===== src/rtl/instr_encode_loader_if.sv =====
// Request/response bundle between a program source and instr_encode_loader.
// The master side issues field-level requests; the slave side drives the memory write port.
interface instr_encode_loader_if #(
    parameter int unsigned ADDR_W = 8
) ();
    logic              start;
    logic              in_valid;
    logic              in_ready;
    logic [2:0]        in_kind;
    logic [5:0]        in_op;
    logic [4:0]        in_rs;
    logic [4:0]        in_rt;
    logic [4:0]        in_rd;
    logic [4:0]        in_shamt;
    logic [5:0]        in_funct;
    logic [15:0]       in_imm;
    logic [25:0]       in_target;
    logic              in_last;
    logic              imem_we;
    logic [ADDR_W-1:0] imem_addr;
    logic [31:0]       imem_wdata;
    logic              busy;
    logic              done;
    logic              err;
    logic [ADDR_W:0]   count;

    modport master (
        output start, in_valid, in_kind, in_op, in_rs, in_rt, in_rd, in_shamt, in_funct,
               in_imm, in_target, in_last,
        input  in_ready, imem_we, imem_addr, imem_wdata, busy, done, err, count
    );

    modport slave (
        input  start, in_valid, in_kind, in_op, in_rs, in_rt, in_rd, in_shamt, in_funct,
               in_imm, in_target, in_last,
        output in_ready, imem_we, imem_addr, imem_wdata, busy, done, err, count
    );
endinterface


===== src/rtl/instr_encode_loader.sv =====
// Program loader: encodes field-level MIPS requests into 32-bit words and writes them,
// one per accepted request, to consecutive instruction-memory addresses.
module instr_encode_loader #(
    parameter int unsigned          ADDR_W    = 8,
    parameter logic [ADDR_W-1:0]    BASE_ADDR = '0
) (
    input  logic                 clk,
    input  logic                 reset,
    instr_encode_loader_if.slave bus
);
    localparam logic [2:0] KindR    = 3'd0;
    localparam logic [2:0] KindBeq  = 3'd1;
    localparam logic [2:0] KindLw   = 3'd2;
    localparam logic [2:0] KindSw   = 3'd3;
    localparam logic [2:0] KindJ    = 3'd4;
    localparam logic [2:0] KindIAlu = 3'd5;

    typedef enum logic [2:0] {StIdle, StAccept, StWrite, StDone, StError} state_e;

    state_e            r_state;
    state_e            w_state_next;
    logic [ADDR_W-1:0] r_addr;
    logic [ADDR_W:0]   r_count;
    logic [31:0]       r_word;
    logic              r_last;
    logic [31:0]       w_word;
    logic              w_legal;
    logic              w_addr_max;

    assign w_addr_max = (r_addr == {ADDR_W{1'b1}});

    // Combinational encoder; only the fields a kind uses reach the word.
    always_comb begin
        w_word  = '0;
        w_legal = 1'b1;
        case (bus.in_kind)
            KindR:   w_word = {6'b000000, bus.in_rs, bus.in_rt, bus.in_rd, bus.in_shamt,
                               bus.in_funct};
            KindBeq: w_word = {6'b000100, bus.in_rs, bus.in_rt, bus.in_imm};
            KindLw:  w_word = {6'b100011, bus.in_rs, bus.in_rt, bus.in_imm};
            KindSw:  w_word = {6'b101011, bus.in_rs, bus.in_rt, bus.in_imm};
            KindJ:   w_word = {6'b000010, bus.in_target};
            KindIAlu: begin
                w_word = {bus.in_op, bus.in_rs, bus.in_rt, bus.in_imm};
                case (bus.in_op)
                    6'b001000, 6'b001001, 6'b001010, 6'b001100,
                    6'b001101, 6'b001110, 6'b001111: w_legal = 1'b1;
                    default:                         w_legal = 1'b0;
                endcase
            end
            default: w_legal = 1'b0;
        endcase
    end

    always_ff @(posedge clk) begin
        if (reset) begin
            r_state <= StIdle;
        end else begin
            r_state <= w_state_next;
        end
    end

    always_comb begin
        w_state_next = r_state;
        unique case (r_state)
            StIdle, StDone, StError: begin
                if (bus.start) w_state_next = StAccept;
            end
            StAccept: begin
                if (bus.in_valid) w_state_next = w_legal ? StWrite : StError;
            end
            StWrite: begin
                if (r_last)          w_state_next = StDone;
                else if (w_addr_max) w_state_next = StError;
                else                 w_state_next = StAccept;
            end
            default: w_state_next = StIdle;
        endcase
    end

    always_comb begin
        bus.in_ready   = (r_state == StAccept);
        bus.imem_we    = (r_state == StWrite);
        bus.imem_addr  = (r_state == StWrite) ? r_addr : '0;
        bus.imem_wdata = (r_state == StWrite) ? r_word : '0;
        bus.busy       = (r_state == StAccept) || (r_state == StWrite);
        bus.done       = (r_state == StDone);
        bus.err        = (r_state == StError);
        bus.count      = r_count;
    end

    always_ff @(posedge clk) begin
        if (reset) begin
            r_addr  <= '0;
            r_count <= '0;
            r_word  <= '0;
            r_last  <= 1'b0;
        end else begin
            unique case (r_state)
                StIdle, StDone, StError: begin
                    if (bus.start) begin
                        r_addr  <= BASE_ADDR;
                        r_count <= '0;
                    end
                end
                StAccept: begin
                    if (bus.in_valid) begin
                        r_word <= w_word;
                        r_last <= bus.in_last;
                    end
                end
                StWrite: begin
                    r_count <= r_count + (ADDR_W + 1)'(1);
                    // The address saturates at all-ones; the overflow path exits to error.
                    if (!r_last && !w_addr_max) r_addr <= r_addr + ADDR_W'(1);
                end
                default: ;
            endcase
        end
    end
endmodule


===== src/flat_wrapper.sv =====
// flat-port wrapper written by rule: the top's interface ports become plain ports
module instr_encode_loader_flat 
#(
    parameter int unsigned          ADDR_W    = 8,
    parameter logic [ADDR_W-1:0]    BASE_ADDR = '0
)
  (clk, reset, bus_start, bus_in_valid, bus_in_kind, bus_in_op, bus_in_rs, bus_in_rt, bus_in_rd, bus_in_shamt, bus_in_funct, bus_in_imm, bus_in_target, bus_in_last, bus_in_ready, bus_imem_we, bus_imem_addr, bus_imem_wdata, bus_busy, bus_done, bus_err, bus_count);
  instr_encode_loader_if #(.ADDR_W(ADDR_W)) bus_i ();
  input  logic clk;
  input  logic reset;
  input wire logic [$bits(bus_i.start)-1:0] bus_start;
  input wire logic [$bits(bus_i.in_valid)-1:0] bus_in_valid;
  input wire logic [$bits(bus_i.in_kind)-1:0] bus_in_kind;
  input wire logic [$bits(bus_i.in_op)-1:0] bus_in_op;
  input wire logic [$bits(bus_i.in_rs)-1:0] bus_in_rs;
  input wire logic [$bits(bus_i.in_rt)-1:0] bus_in_rt;
  input wire logic [$bits(bus_i.in_rd)-1:0] bus_in_rd;
  input wire logic [$bits(bus_i.in_shamt)-1:0] bus_in_shamt;
  input wire logic [$bits(bus_i.in_funct)-1:0] bus_in_funct;
  input wire logic [$bits(bus_i.in_imm)-1:0] bus_in_imm;
  input wire logic [$bits(bus_i.in_target)-1:0] bus_in_target;
  input wire logic [$bits(bus_i.in_last)-1:0] bus_in_last;
  output wire logic [$bits(bus_i.in_ready)-1:0] bus_in_ready;
  output wire logic [$bits(bus_i.imem_we)-1:0] bus_imem_we;
  output wire logic [$bits(bus_i.imem_addr)-1:0] bus_imem_addr;
  output wire logic [$bits(bus_i.imem_wdata)-1:0] bus_imem_wdata;
  output wire logic [$bits(bus_i.busy)-1:0] bus_busy;
  output wire logic [$bits(bus_i.done)-1:0] bus_done;
  output wire logic [$bits(bus_i.err)-1:0] bus_err;
  output wire logic [$bits(bus_i.count)-1:0] bus_count;
  assign bus_i.start = bus_start;
  assign bus_i.in_valid = bus_in_valid;
  assign bus_i.in_kind = bus_in_kind;
  assign bus_i.in_op = bus_in_op;
  assign bus_i.in_rs = bus_in_rs;
  assign bus_i.in_rt = bus_in_rt;
  assign bus_i.in_rd = bus_in_rd;
  assign bus_i.in_shamt = bus_in_shamt;
  assign bus_i.in_funct = bus_in_funct;
  assign bus_i.in_imm = bus_in_imm;
  assign bus_i.in_target = bus_in_target;
  assign bus_i.in_last = bus_in_last;
  assign bus_in_ready = bus_i.in_ready;
  assign bus_imem_we = bus_i.imem_we;
  assign bus_imem_addr = bus_i.imem_addr;
  assign bus_imem_wdata = bus_i.imem_wdata;
  assign bus_busy = bus_i.busy;
  assign bus_done = bus_i.done;
  assign bus_err = bus_i.err;
  assign bus_count = bus_i.count;
  instr_encode_loader #(.ADDR_W(ADDR_W), .BASE_ADDR(BASE_ADDR)) u_core (.clk(clk), .reset(reset), .bus(bus_i));
endmodule

===== config.mk =====
export PLATFORM = sky130hd
export DESIGN_NAME = instr_encode_loader_flat
export DESIGN_NICKNAME = d
export VERILOG_FILES = /design/src/rtl/instr_encode_loader_if.sv /design/src/rtl/instr_encode_loader.sv /design/src/flat_wrapper.sv
export SDC_FILE = /design/constraint.sdc
export NUM_CORES = 1
export LEC_CHECK = 0
export ABC_AREA = 1
export CAP_MARGIN = 20
export CELL_PAD_IN_SITES_DETAIL_PLACEMENT = 0
export CELL_PAD_IN_SITES_GLOBAL_PLACEMENT = 2
export CORE_MARGIN = 2
export CORE_UTILIZATION = 22
export CTS_BUF_LIST = sky130_fd_sc_hd__clkbuf_16
export CTS_CLUSTER_DIAMETER = 50
export CTS_CLUSTER_SIZE = 10
export DETAILED_ROUTE_END_ITERATION = 10
export PLACE_DENSITY = 0.92
export SYNTH_ARGS = -nofsm -noshare
export SYNTH_HDL_FRONTEND = slang
export SYNTH_SLANG_ARGS = --single-unit

===== constraint.sdc =====
create_clock -name clk -period 3.75 [get_ports clk]
set_input_delay 0.75 -clock clk [delete_from_list [all_inputs] [get_ports clk]]
set_output_delay 0.75 -clock clk [all_outputs]
set_load 0.02 [all_outputs]

==> impl_metrics.yaml <==
synthesis:
  synth_warnings: 0
  synth-edff-count: 0
  synth_largest_area_cell: "dfxtp_1"
  synth_most_common_cell: "nand2_1"
  synth_common_cells: "nand2_1 (171), inv_1 (63), nor2_1 (61), a21oi_1 (53), dfxtp_1 (53)"
  synthArstFlopShare_pct: 0
  synth_top_cells_by_area: "dfxtp_1 (34%), nand2_1 (21%), a21oi_1 (8.6%)"
  synth_ff_type: "dfxtp_1"
  syn_inst: 511
  netlist_area_sq_um: 3094
  synth_top_area_share_pct: 34.29
  synth_nets: 595
  synth.distinct_cells: 29
  ys_seq_area_share_pct: 34.29
  post_synth.cell_area_avg_sq_um: 6.055
  ys_ff_latch: 53
global_route:
  grt-ovfl-total: 0
  grt_pass1_wl_um: 15940
  antenna_found_initial: 0
  grt_max_degree: 37
  grt_usage_pct: 13.21
  grt_pass1_vias: 3410
clock_tree:
  cts.sinks: 53
  worst_skew_pair.late_latency_ps: 290
  post-cts-setup-buffers: 0
  cts_tree: "built"
  cts-hold-fix-buffers: 0
  cts_made_buffers: 5
  htreeDepth: 2
  cts_root_buf: "clkbuf_16"
  worst_setup_hold_path_clk_slew_ps: 80
  post_cts_resized: 0
  cts_max_path_buffers: 2
final_layout:
  antennaDiodeCount: 0
  drive_above_1_share_pct: 4.574
  nets: 717
  area_growth_pct: 52.04
pwr:
  pwr_density_cell_nw_per_um2: 298.0
  leakage_nw: 1.681
  total_power_mw: 1.402
  ir_worst_vdd_v: 0.0001669
detailed_routing:
  drt_first_pass_iters: 4
  drc: 0
  drtAntennaViolNets: 0
  first_iter_violations: 158
  wire_per_inst_um: 12.32
  drt_wl_total_um: 10030
  via_per_inst: 4.297
  num_vias: 3498
min_path:
  hold_class: "reg -> reg"
  whs_path_depth: 2
critical_path:
  critPathMostFrequentCell: "buf_4"
  path_cells: "nor3_4 -> buf_4 -> inv_1 -> buf_4 -> nor2_1 -> clkdlybuf4s50_1"
  crit_path_max_incr_delay_ps: 620
  cp-end-kind: "primary output"
  crit_slowest_cell: "clkdlybuf4s50_1"
  crit_fanout: 19
  arrival_ps: 2300
  path_class: "reg -> out"
  r2r_cells: 6
  worstPathRequired_ps: 3000
  start_kind: "flop"
flow_run:
  max_cap_violations: 0
timing:
  tightest_slew_ps: 742.6
  hold_viol_final: 0
  finalSetupViolCount: 0
  final.setup.tns_ps: 0
  relSlewSlack_pct: 50.49
  fmax_ghz: 0.3279
  rsz0062_at_grt: "false"
  post-route-period-util_pct: 81.33
  drv_slew: 0
  skew_ps: 9.589
  period_needed_ps: 3050
floorplanning:
  core_sq_um: 13830
  ios: 136
  die_w_um: 122.6
  row_count: 43
  die_h_um: 122.6
  start_util_pct: 22.38
  dieArea_sq_um: 15030
placement:
  dp_hpwl_um: 7699
  routabilityCongestion: 0.7854
  io_buffers: 135
run_status:
  outcome: "finished, final reports clean"
[final timing paths]
path	slack [ps]	end	start
worst max-delay path	700	bus_imem_wdata[11]	u_core.r_state[0]
worst min-delay path	470	u_core.r_word[5]	u_core.r_word[5]
worst max register to register	1820	u_core.r_word[28]	u_core.r_state[0]
worst min register to register	470	u_core.r_word[5]	u_core.r_word[5]
[report_power, final]
group / switching [mW] / internal (mW) / leakage, nW
Sequential: 0.0177 / 0.589 / 0.429
Clock: 0.214 / 0.246 / 0.0672
Combinational: 0.188 / 0.148 / 1.18
[cells by family (layout without fill, tap and decap cells)]
logic type,count (synthesis),count (layout),share of synthesized area (%)
flops,53,53,34.29
fa+ha+maj,2,2,0.8086
compound gates,83,83,14.15
buf+inv,92,215,12.62
simple gates,280,280,37.85
xor+xnor,1,1,0.2831
[layer usage]
layer	wire length, um	share of wire (%)	global-route usage (%)
met3	579	5.8	2.881
met5	0	0	0
met4	139	1.4	3.520
met2	4717	47	23.30
met1	4592	46	16.17
[cell type report]
class                           count  area [sq um]
Multi-Input combinational cell    366          1643
Fill cell                        1521          9123
Tap cell                          180         225.2
Timing Repair Buffer              139          1376
Clock inverter                      3         18.77
Clock buffer                        5         125.1
Sequential cell                    53          1061
Inverter                           68         255.2
[flip-flops by register name, summed over array words and instances (netlist names)]
name,cells
u_core.r_word,32
u_core.r_addr,8
u_core.r_last,1
u_core.r_state,3
u_core.bus.count,9
[worst max-delay path: cells and delay by family (launching register included)]
| kind | cells | cell delay (ps) |
|---|---|---|
| DFF | 1 | 370 |
| buffers and inverters | 4 | 1310 |
| and+or+nand+nor | 2 | 320 |
[layout by cell type, fill, tap and decap left out, drive strengths merged, types with 4 or more instances in the layout]
cell type / n
o21ai: 23
a21oi: 53
dfxtp: 53
inv: 69
nand4: 4
nand3: 35
clkbuf: 5
nor2: 64
clkdlybuf4s50: 134
buf: 5
nand2: 175
[stage by stage]
| step | area (sq um) | instances | worst slack (ps) | util [%] | hold WS (ps) |
|---|---|---|---|---|---|
| floorplan | 3094 | 511 | 1644 | - | 437.1 |
| global placement | 4561 | 806 | 1022 | 32.98 | 453.9 |
| detailed placement | 4561 | 806 | 976.9 | 32.98 | 457.9 |
| CTS | 4705 | 814 | 649.8 | 34.02 | 468.9 |
| global route | 4705 | 814 | 538.7 | 34.02 | 489.3 |
| finish | 4705 | 814 | 700.2 | 34.02 | 466.7 |
No activity file was read; power rests on OpenSTA's default activity.
